## src/rtl/vga_timing_gen.sv

```systemverilog
// vga_timing_gen: raster counters, active-area pixel requests and latency-matched sync/blank
module vga_timing_gen #(
  parameter int H_ACTIVE = 640,
  parameter int H_FP     = 16,
  parameter int H_SYNC   = 96,
  parameter int H_BP     = 48,
  parameter int V_ACTIVE = 480,
  parameter int V_FP     = 10,
  parameter int V_SYNC   = 2,
  parameter int V_BP     = 33,
  parameter bit SYNC_POL = 1'b0,
  parameter int PIPE     = 1
) (
  input  logic       iCLK,
  input  logic       iRST,
  input  logic       iCE,
  output logic       oREQ,
  output logic [9:0] oREQ_X,
  output logic [9:0] oREQ_Y,
  output logic       oLINE_START,
  output logic       oFRAME_START,
  output logic       oVGA_HS,
  output logic       oVGA_VS,
  output logic       oVGA_BLANK_N
);
  localparam int H_TOTAL = H_ACTIVE + H_FP + H_SYNC + H_BP;
  localparam int V_TOTAL = V_ACTIVE + V_FP + V_SYNC + V_BP;
  localparam logic [9:0] H_LAST = 10'(H_TOTAL - 1);
  localparam logic [9:0] V_LAST = 10'(V_TOTAL - 1);
  localparam logic [9:0] HA     = 10'(H_ACTIVE);
  localparam logic [9:0] VA     = 10'(V_ACTIVE);
  localparam logic [9:0] HS_BEG = 10'(H_ACTIVE + H_FP);
  localparam logic [9:0] HS_END = 10'(H_ACTIVE + H_FP + H_SYNC);
  localparam logic [9:0] VS_BEG = 10'(V_ACTIVE + V_FP);
  localparam logic [9:0] VS_END = 10'(V_ACTIVE + V_FP + V_SYNC);
  logic [9:0] h, v;
  logic       h_last, v_last, act, hs_raw, vs_raw;
  logic [2:0] s1, tap;
  // region decode of the current counter position
  always_comb begin
    h_last = h == H_LAST;
    v_last = v == V_LAST;
    act    = (h < HA) && (v < VA);
    hs_raw = (h >= HS_BEG) && (h < HS_END);
    vs_raw = (v >= VS_BEG) && (v < VS_END);
  end
  // raster counters: h wraps each line, v advances on h wrap and wraps each frame
  always_ff @(posedge iCLK) begin
    if (iRST) begin
      h <= '0;
      v <= '0;
    end else if (iCE) begin
      h <= h_last ? '0 : h + 10'd1;
      if (h_last) v <= v_last ? '0 : v + 10'd1;
    end
  end
  // stage 1: request outputs plus raw sync/active bits (1 = asserted/active)
  always_ff @(posedge iCLK) begin
    if (iRST) begin
      oREQ         <= 1'b0;
      oREQ_X       <= '0;
      oREQ_Y       <= '0;
      oLINE_START  <= 1'b0;
      oFRAME_START <= 1'b0;
      s1           <= '0;
    end else if (iCE) begin
      oREQ         <= act;
      oREQ_X       <= act ? h : '0;
      oREQ_Y       <= act ? v : '0;
      oLINE_START  <= h == '0;
      oFRAME_START <= (h == '0) && (v == '0);
      s1           <= {hs_raw, vs_raw, act};
    end
  end
  if (PIPE == 0) begin : g_direct
    assign tap = s1;
  end else begin : g_pipe
    logic [2:0] sr [PIPE];
    // stage 2: PIPE-deep delay matching downstream colour latency
    always_ff @(posedge iCLK) begin
      if (iRST) begin
        for (int i = 0; i < PIPE; i++) sr[i] <= '0;
      end else if (iCE) begin
        for (int i = PIPE - 1; i > 0; i--) sr[i] <= sr[i-1];
        sr[0] <= s1;
      end
    end
    assign tap = sr[PIPE-1];
  end
  // polarity mapping of the delayed sync/blank bits
  always_comb begin
    oVGA_HS      = tap[2] ? SYNC_POL : ~SYNC_POL;
    oVGA_VS      = tap[1] ? SYNC_POL : ~SYNC_POL;
    oVGA_BLANK_N = tap[0];
  end
endmodule

```

## config.mk

```make
export PLATFORM = sky130hd
export DESIGN_NAME = vga_timing_gen
export DESIGN_NICKNAME = d
export VERILOG_FILES = /design/src/rtl/vga_timing_gen.sv
export SDC_FILE = /design/constraint.sdc
export NUM_CORES = 1
export LEC_CHECK = 0
export CAP_MARGIN = 40
export CORE_MARGIN = 2
export CORE_UTILIZATION = 45
export DETAILED_ROUTE_END_ITERATION = 8
export GPL_ROUTABILITY_DRIVEN = 0
export GPL_TIMING_DRIVEN = 0
export PLACE_DENSITY = 0.8
export SLEW_MARGIN = 20
export SYNTH_ARGS = -nofsm -noshare
export SYNTH_HDL_FRONTEND = slang
export SYNTH_SLANG_ARGS = --single-unit
```

## constraint.sdc

```tcl
create_clock -name iCLK -period 3.12 [get_ports iCLK]
set_clock_uncertainty 0.2 [all_clocks]
set_input_delay 0.468 -clock iCLK [delete_from_list [all_inputs] [get_ports iCLK]]
set_output_delay 0.468 -clock iCLK [all_outputs]
set_load 0.02 [all_outputs]
```

# After elaboration in Yosys (flattened, before gate mapping)
# Memories as Yosys holds them, arrays and structs flattened.
# Cells that the tools add are included.
# classes
n_reduce_logical,8
n_addsub,2
n_eq_ne,2
magnitude_cmp,6
n_mux,13
# op_table
op,n
two-way mux 10 bit,4
"adder 10 x 1 -> 10 bit, second input constant",2
"== test 10 bit, second input constant",2
logical NOT 10 bit,2
"less-than comparator 10 bit, second input constant",2
"less-than comparator 10 x 9 -> 1 bit, second input constant",2
">= comparator 10 bit, second input constant",1
">= comparator 10 x 9 -> 1 bit, second input constant",1
two-way mux 1 bit,8
logical AND 1 bit,4
two-way mux 3 bit,1
OR reduction 3 bit,1
AND reduction 2 bit,1
# word_totals
in_bits,3
memories,1
reg_bits,46
output_inout_bits,26
ramBits,3
wordCells,40
# memory_table
name,words,width,rd,rd_ports_with_merged_regs,wr,line,source
g_pipe.sr,1,3,1,0,1,78,logic [2:0] sr [PIPE];

# Longest topological paths before layout
# Gate-level depths: netlist of run 1.
# logic_depth
depth_word,5
depth_mapped,6

# Worst setup path before layout of run 1
# OpenSTA, ideal clock, no wires.
# synth_timing
path_kind,register to register
startpoint,register h[0]
endpoint,register v[8]
path_slack_ns,0.989
stages_incl_launch_ff,6
required_time_ns,2.850
setup_time_ns,0.070
arrival_time_ns,1.861
path_cell_list,dfxtp_1 > ha_1 > nand4_1 > or4_4 > or4_1 > a21oi_1
# synth_via
elab_chain_len,2
# synth_rtl
item,line,source
"start, declared",36,"logic [9:0] h, v;"
"start signal, assigned",53,h <= h_last ? '0 : h + 10'd1;
== test 10 bit,41,h_last = h == H_LAST;
AND reduction 2 bit (no line),--,
"end signal, assigned",54,if (h_last) v <= v_last ? '0 : v + 10'd1;
"end, declared",36,
# Every way passes these cells.
# A chain may end at the register's enable or synchronous reset.

# Worst setup path after layout of run 1
# layout_timing
startpoint,input iCE
endpoint,register v[8]
# layout_via
elab_chain_len,1
# layout_rtl
item,line,source
"start, declared",16,"input logic iCE,"
AND reduction 2 bit (no line),--,
# Every way passes these cells.

==> impl_metrics.json, run 1 <==
{
  "root_buffer": "clkbuf_8",
  "nFillCells": 368,
  "dpl_worst_slack_ns": 0.2906,
  "route.detailed.drc": 0,
  "finalSetupViolCount": 0,
  "cts_resized": 0,
  "leakage_nw": 0.9026,
  "rows": 24,
  "crit_start": "iCE",
  "crit_arrival_ns": 2.62,
  "dieArea_um2": 5104,
  "die_w_um": 71.45,
  "syn_inst": 212,
  "synthToLayoutAreaGrowth_pct": 22.13,
  "synth_compound_area_frac": 0.1204,
  "drtPass1Iterations": 4,
  "worstHoldStart": "s1[2]$_SDFFE_PP0P_",
  "start_util": 0.4701,
  "crit_path_end_kind": "register",
  "dr.first_iter.drc_count": 114,
  "hold_viol_final": 0,
  "cts_tree": "done",
  "clk_pin_slew_ns": 0.08,
  "ir_drop_uv": 174.2,
  "ios": 29,
  "synth_simple_gate_area_frac": 0.2537,
  "synth_mux_area_frac": 0.009780,
  "place_hpwl_mm": 3.102,
  "grt_start_max_net_pins": 15,
  "numPortBuffers": 28,
  "crit_path_max_fanout": 8,
  "cap_violations": 0,
  "grt-ovfl-total": 0,
  "seq_area_frac_synth": 0.4841,
  "synth_top_family_by_area": "simple AND/OR/NAND/NOR gates",
  "worst_hold_path.endpoint": "s1[2]$_SDFFE_PP0P_",
  "relSlewSlack": 0.6100,
  "via_count": 1658,
  "yosysWarningCount": 0,
  "core_um2": 4354,
  "synth_edf_count": 3,
  "clock_latency_ns": 0.30,
  "min_period_ns": 2.593,
  "r2r_setup_slack_ns": 0.62,
  "grt_pass1_wl_mm": 7.245,
  "fin_crit_sh": 0.8311,
  "routedWlPerCell_um": 14.62,
  "crit_required_ns": 3.15,
  "synth_xor_area_frac": 0.05134,
  "nets": 254,
  "outcome": "finished clean",
  "ctsHoldBuffers": 0,
  "ys_types": 40,
  "first_global_vias": 1577,
  "synth-seq-cells": 48,
  "syn_area_per_cell_um2": 9.655,
  "fmaxAchievable_mhz": 385.6,
  "die_y_um": 71.45,
  "crit-reg2reg-launch": "h[0]$_SDFFE_PP0P_",
  "antenna_found_initial": 0,
  "syn_nets": 219,
  "syn_area_um2": 2047,
  "clockBufferDepth": 2,
  "cp-start-kind": "input pin",
  "synth-main-ff-cell": "dfxtp_1",
  "post-cts-setup-buffers": 0,
  "antennaDiodeCount": 0,
  "r2r_cells": 5,
  "synth-adder-area-share": 0.02445,
  "path_class": "in -> reg",
  "viasPerCell": 5.527,
  "worst_pin_slew_ns": 0.5818,
  "grt_use_total": 0.1791,
  "fin_ws_ns": 0.5269,
  "tns_ns": 0,
  "min_path_type": "reg -> reg",
  "p_per_area_nw_per_um2": 451.7,
  "slew_violations": 0,
  "routed_wl_mm": 4.386,
  "holdPathStages": 2,
  "rsz0062_at_grt": "no",
  "ant_nets": 0,
  "cts_made_buffers": 5,
  "cts_num_sinks": 48,
  "cts_max_level": 2,
  "reg2reg_to": "v[8]$_SDFFE_PP0P_",
  "async_reset_ff_frac": 0,
  "drive_gt1_frac": 0.07661
}
cell families (layout without fill, tap and decap cells):
family	after synthesis	count (layout)
flops	48	48
fa+ha+maj	4	4
compound gates	33	33
simple gates	87	87
mux	2	2
xor+xnor	12	12
buf+inv	26	62
flip-flops by register name (all words and copies together), names as in the netlist:
register      count
h                10
oREQ_X           10
oREQ_Y           10
v                10
g_pipe.sr         3
s1                3
oFRAME_START      1
oLINE_START       1
Yosys cell counts (5+ instances only):
| master | n | area share |
|---|---|---|
| a21oi_1 | 7 | 0.017 |
| dfxtp_1 | 45 | 0.44 |
| nor2_1 | 13 | 0.024 |
| nand2b_1 | 5 | 0.015 |
| nand3_1 | 12 | 0.029 |
| xor2_1 | 5 | 0.021 |
| nor4_1 | 8 | 0.024 |
| inv_1 | 11 | 0.020 |
| a22o_1 | 17 | 0.073 |
| nor3_1 | 10 | 0.024 |
| and2_1 | 5 | 0.015 |
| nand2_1 | 10 | 0.018 |
| xnor2_1 | 7 | 0.030 |
| clkbuf_1 | 10 | 0.018 |
where the power goes:
| group | leakage, nW | total [W] | switching (W) | internal [W] |
|---|---|---|---|---|
| clock | 0.0552 | 0.000435 | 0.000197 | 0.000238 |
| sequential | 0.396 | 0.000632 | 0.00000593 | 0.000627 |
| combinational | 0.451 | 0.0000615 | 0.0000369 | 0.0000246 |
| total | 0.903 | 0.00113 | 0.000240 | 0.000889 |
layer usage:
metal  track usage  vias to the layer above  part of all wire  wire [um]
met4       0.08176                        0             0.016         70
met3       0.04501                        6             0.055        240
met5             0                        -                 0          0
met1        0.2373                      779              0.46       2033
li1              -                      826                 -          -
met2        0.2757                       47              0.47       2041
stage by stage:
stage | hold WS, ns | utilization | instance area (um2) | cells | power, W
floorplan | 0.2166 | - | 2047 | 212 | 0.0006818
global placement | 0.2275 | 0.5494 | 2392 | 292 | 0.0007066
detailed placement | 0.2330 | 0.5494 | 2392 | 292 | 0.0007082
CTS | 0.2524 | 0.5741 | 2500 | 300 | 0.001137
global route | 0.2723 | 0.5741 | 2500 | 300 | 0.001169
finish | 0.2484 | 0.5741 | 2500 | 300 | 0.001129
critical path, stage by stage:
cell,delay (ns)
clkdlybuf4s50_1,0.58
nand4_1,0.41
or4_4,0.58
or4_1,0.43
a21oi_1,0.15
placed cells by master (no fill, tap or decap), drive strengths merged, types with 4 or more instances in the layout:
| cell type | instances |
|---|---|
| nand2 | 10 |
| nor4 | 9 |
| and2 | 5 |
| nor2 | 13 |
| nand4 | 4 |
| clkbuf | 16 |
| nand2b | 5 |
| buf | 5 |
| ha | 4 |
| clkdlybuf4s50 | 28 |
| dfxtp | 45 |
| nor3 | 11 |
| a22o | 18 |
| inv | 11 |
| nand4b | 4 |
| xor2 | 5 |
| a21oi | 7 |
| xnor2 | 7 |
| nand3 | 12 |
worst max-delay path by stage:
stage / end / slack [ns]
after floorplan: v[8]$_SDFFE_PP0P_ / 0.99
after global placement: oREQ_X[7]$_SDFFE_PP0P_ / 0.28
after detailed placement: oREQ_X[7]$_SDFFE_PP0P_ / 0.29
after CTS: oREQ_Y[4]$_SDFFE_PP0P_ / 0.58
after global routing: oREQ_X[7]$_SDFFE_PP0P_ / 0.35
final: v[8]$_SDFFE_PP0P_ / 0.53
cell type report:
cell class	count	area, um2	share of cell area
Buffer	15	73.82	0.02953
Clock buffer	6	72.57	0.02903
Timing Repair Buffer	28	280.3	0.1121
Clock inverter	2	35.03	0.01401
Multi-Input combinational cell	138	940.9	0.3764
Tap cell	52	65.06	0.02603
Sequential cell	48	991.0	0.3964
Inverter	11	41.29	0.01652
Power figures use the tool's default switching activity.
==> run 2, diff against run 1 <==
- PLACE_DENSITY: 0.8 -> 0.82
- clock period: 3.12 -> 2.35 ns (I/O delays scaled with it)
==> impl_metrics.json, run 2 (synthesized netlist as in run 1, its figures left out) <==
{
  "critPathTopFamily": "buffers and inverters",
  "synthToLayoutAreaGrowth_pct": 23.72,
  "outcome": "finished clean",
  "crit_arrival_ns": 2.19,
  "crit-reg2reg-launch": "h[6]$_SDFFE_PP0P_",
  "clk_pin_slew_ns": 0.09,
  "antenna_found_initial": 0,
  "p_int_w": 0.001290,
  "numPortBuffers": 28,
  "hold_viol_final": 0,
  "crit_start": "iCE",
  "dr.first_iter.drc_count": 113,
  "drtPass1Iterations": 4,
  "placed_cell_area_um2": 2392,
  "crit_path_end_kind": "register",
  "slowest_stage": "clkdlybuf4s50_1",
  "cp_cell_sequence": "clkdlybuf4s50_1 -> nand4_1 -> buf_4 -> nor4_2 -> mux2i_1 -> nor4_1",
  "power_switching_w": 0.0003256,
  "p_per_area_nw_per_um2": 637.8,
  "cts_max_level": 2,
  "final_cell_area_um2": 2532,
  "cts_num_sinks": 48,
  "crit_end": "v[9]$_SDFFE_PP0P_",
  "cts_made_buffers": 5,
  "die_y_um": 71.45,
  "crit_path_max_fanout": 6,
  "grt_pass1_wl_mm": 7.714,
  "first_global_vias": 1655,
  "clock_latency_ns": 0.31,
  "final_cell_mix": "dfxtp_1 (43), clkdlybuf4s50_1 (28), a22o_1 (17)",
  "viasPerCell": 5.619,
  "cp-start-kind": "input pin",
  "r2r_cells": 5,
  "finalSetupViolCount": 0,
  "grt_start_max_net_pins": 16,
  "ir_drop_uv": 312.5,
  "routed_wl_mm": 4.451,
  "reg2reg_to": "v[8]$_SDFFE_PP0P_",
  "layout.area.seq_um2": 993.5,
  "dpl_worst_slack_ns": -0.4271,
  "routedWlPerCell_um": 14.89,
  "route.detailed.drc": 0,
  "ant_nets": 0,
  "fmaxAchievable_mhz": 450.7,
  "relSlewSlack": 0.5967,
  "clockBufferDepth": 2,
  "switching_share": 0.2016,
  "min_period_ns": 2.219,
  "die_w_um": 71.45,
  "rsz0062_at_grt": "no",
  "grt_use_total": 0.1944,
  "worst_pin_slew_ns": 0.6017,
  "fin_ws_ns": 0.1313,
  "clkPwrFrac": 0.429,
  "core_um2": 4354,
  "cp.depth": 6,
  "rows": 24,
  "cap_violations": 0,
  "crit_required_ns": 2.33,
  "path_class": "in -> reg",
  "r2r_setup_slack_ns": 0.16,
  "leakage_nw": 0.9180,
  "grt-ovfl-total": 0,
  "multiInputGateArea_um2": 942.2,
  "max_stage_delay_ns": 0.58,
  "seqPwrFrac": 0.520,
  "drive_gt1_frac": 0.09717,
  "combPwrFrac": 0.051,
  "via_count": 1680,
  "min_path_type": "reg -> reg",
  "slew_violations": 0,
  "antennaDiodeCount": 0,
  "crit_buf_inv": 2,
  "cts_tree": "done",
  "ios": 29,
  "place_hpwl_mm": 3.059,
  "root_buffer": "clkbuf_8",
  "dieArea_um2": 5104,
  "total_power_w": 0.001615,
  "nFillCells": 355,
  "fin_crit_sh": 0.9441,
  "start_util": 0.4701,
  "layout_commonest_cell": "dfxtp_1",
  "nets": 253
}
[run 2: changes by cell type in the layout (fill, tap and decap cells not counted)]
| cell | previous run | this run |
|---|---|---|
| and3_1 | 3 | 2 |
| and3_2 | 0 | 1 |
| buf_1 | 1 | 0 |
| buf_4 | 0 | 2 |
| bufinv_16 | 1 | 2 |
| clkbuf_1 | 11 | 9 |
| clkinv_2 | 1 | 0 |
| dfxtp_1 | 45 | 43 |
| dfxtp_2 | 0 | 2 |
[run 2: power by group through the flow]
stage | registers (W) | logic, W | clock network (W)
after CTS | 0.000840 | 0.0000827 | 0.000702
after detailed placement | 0.000859 | 0.0000821 | 0
after floorplan | 0.000866 | 0.0000391 | 0
after global routing | 0.000843 | 0.0000896 | 0.000744
final | 0.000840 | 0.0000817 | 0.000693
after global placement | 0.000858 | 0.0000804 | 0
[run 2: timing repair]
| item | 4_1_cts | 5_1_grt |
|---|---|---|
| resized for setup | 0 | 3 |
| cloned | 0 | 0 |
| buffers inserted | 2 | 0 |
| hold buffers | 0 | 0 |
| pin swaps | 0 | 0 |
| setup endpoints to repair | 11 | 15 |
[run 2: layout make-up]
| type | instances | share of cell area |
|---|---|---|
| clock inverter | 2 | 0.02372 |
| clock buffer | 6 | 0.02866 |
| buffer | 12 | 0.02470 |
| inverter | 11 | 0.01630 |
| multi-input combinational | 138 | 0.3720 |
| sequential | 48 | 0.3923 |
| tap | 52 | 0.02569 |
| timing repair buffer | 30 | 0.1166 |
[run 2: through the flow]
| stage | instances | hold WS (ns) | setup TNS (ns) | utilization |
|---|---|---|---|---|
| final | 299 | 0.2586 | 0 | 0.5816 |
| after detailed placement | 292 | 0.2425 | -6.133 | 0.5494 |
| after global placement | 292 | 0.2280 | -5.827 | 0.5494 |
| after CTS | 301 | 0.2604 | 0 | 0.5825 |
| after floorplan | 212 | 0.2166 | 0 | - |
| after global routing | 299 | 0.2979 | 0 | 0.5816 |
[run 2: how the worst min path moves through the flow]
stage,start,endpoint,slack [ns],depth (start not counted)
final,s1[2]$_SDFFE_PP0P_,s1[2]$_SDFFE_PP0P_,0.26,2
after global routing,oLINE_START$_SDFFE_PP0P_,oLINE_START$_SDFFE_PP0P_,0.30,2
after CTS,s1[2]$_SDFFE_PP0P_,s1[2]$_SDFFE_PP0P_,0.26,2
after detailed placement,s1[2]$_SDFFE_PP0P_,s1[2]$_SDFFE_PP0P_,0.24,2
after global placement,s1[2]$_SDFFE_PP0P_,s1[2]$_SDFFE_PP0P_,0.23,2
after floorplan,s1[2]$_SDFFE_PP0P_,s1[2]$_SDFFE_PP0P_,0.22,2
[run 2: worst register-to-register path: stages, from the launching register on]
cell,delay [ns]
dfxtp_1,0.41
or2_1,0.27
buf_6,0.13
or4_4,0.53
or4_1,0.43
a21oi_1,0.16
[run 2: per-layer routing]
metal  vias up  part of all wire  GRT usage  routed length [um]
met5         -                 0          0                   0
met4         0             0.017    0.09644                  76
met3         7             0.071    0.05907                 317
met2        62              0.48     0.3025                2158
met1       793              0.43     0.2451                1899
li1        818                 -          -                   -
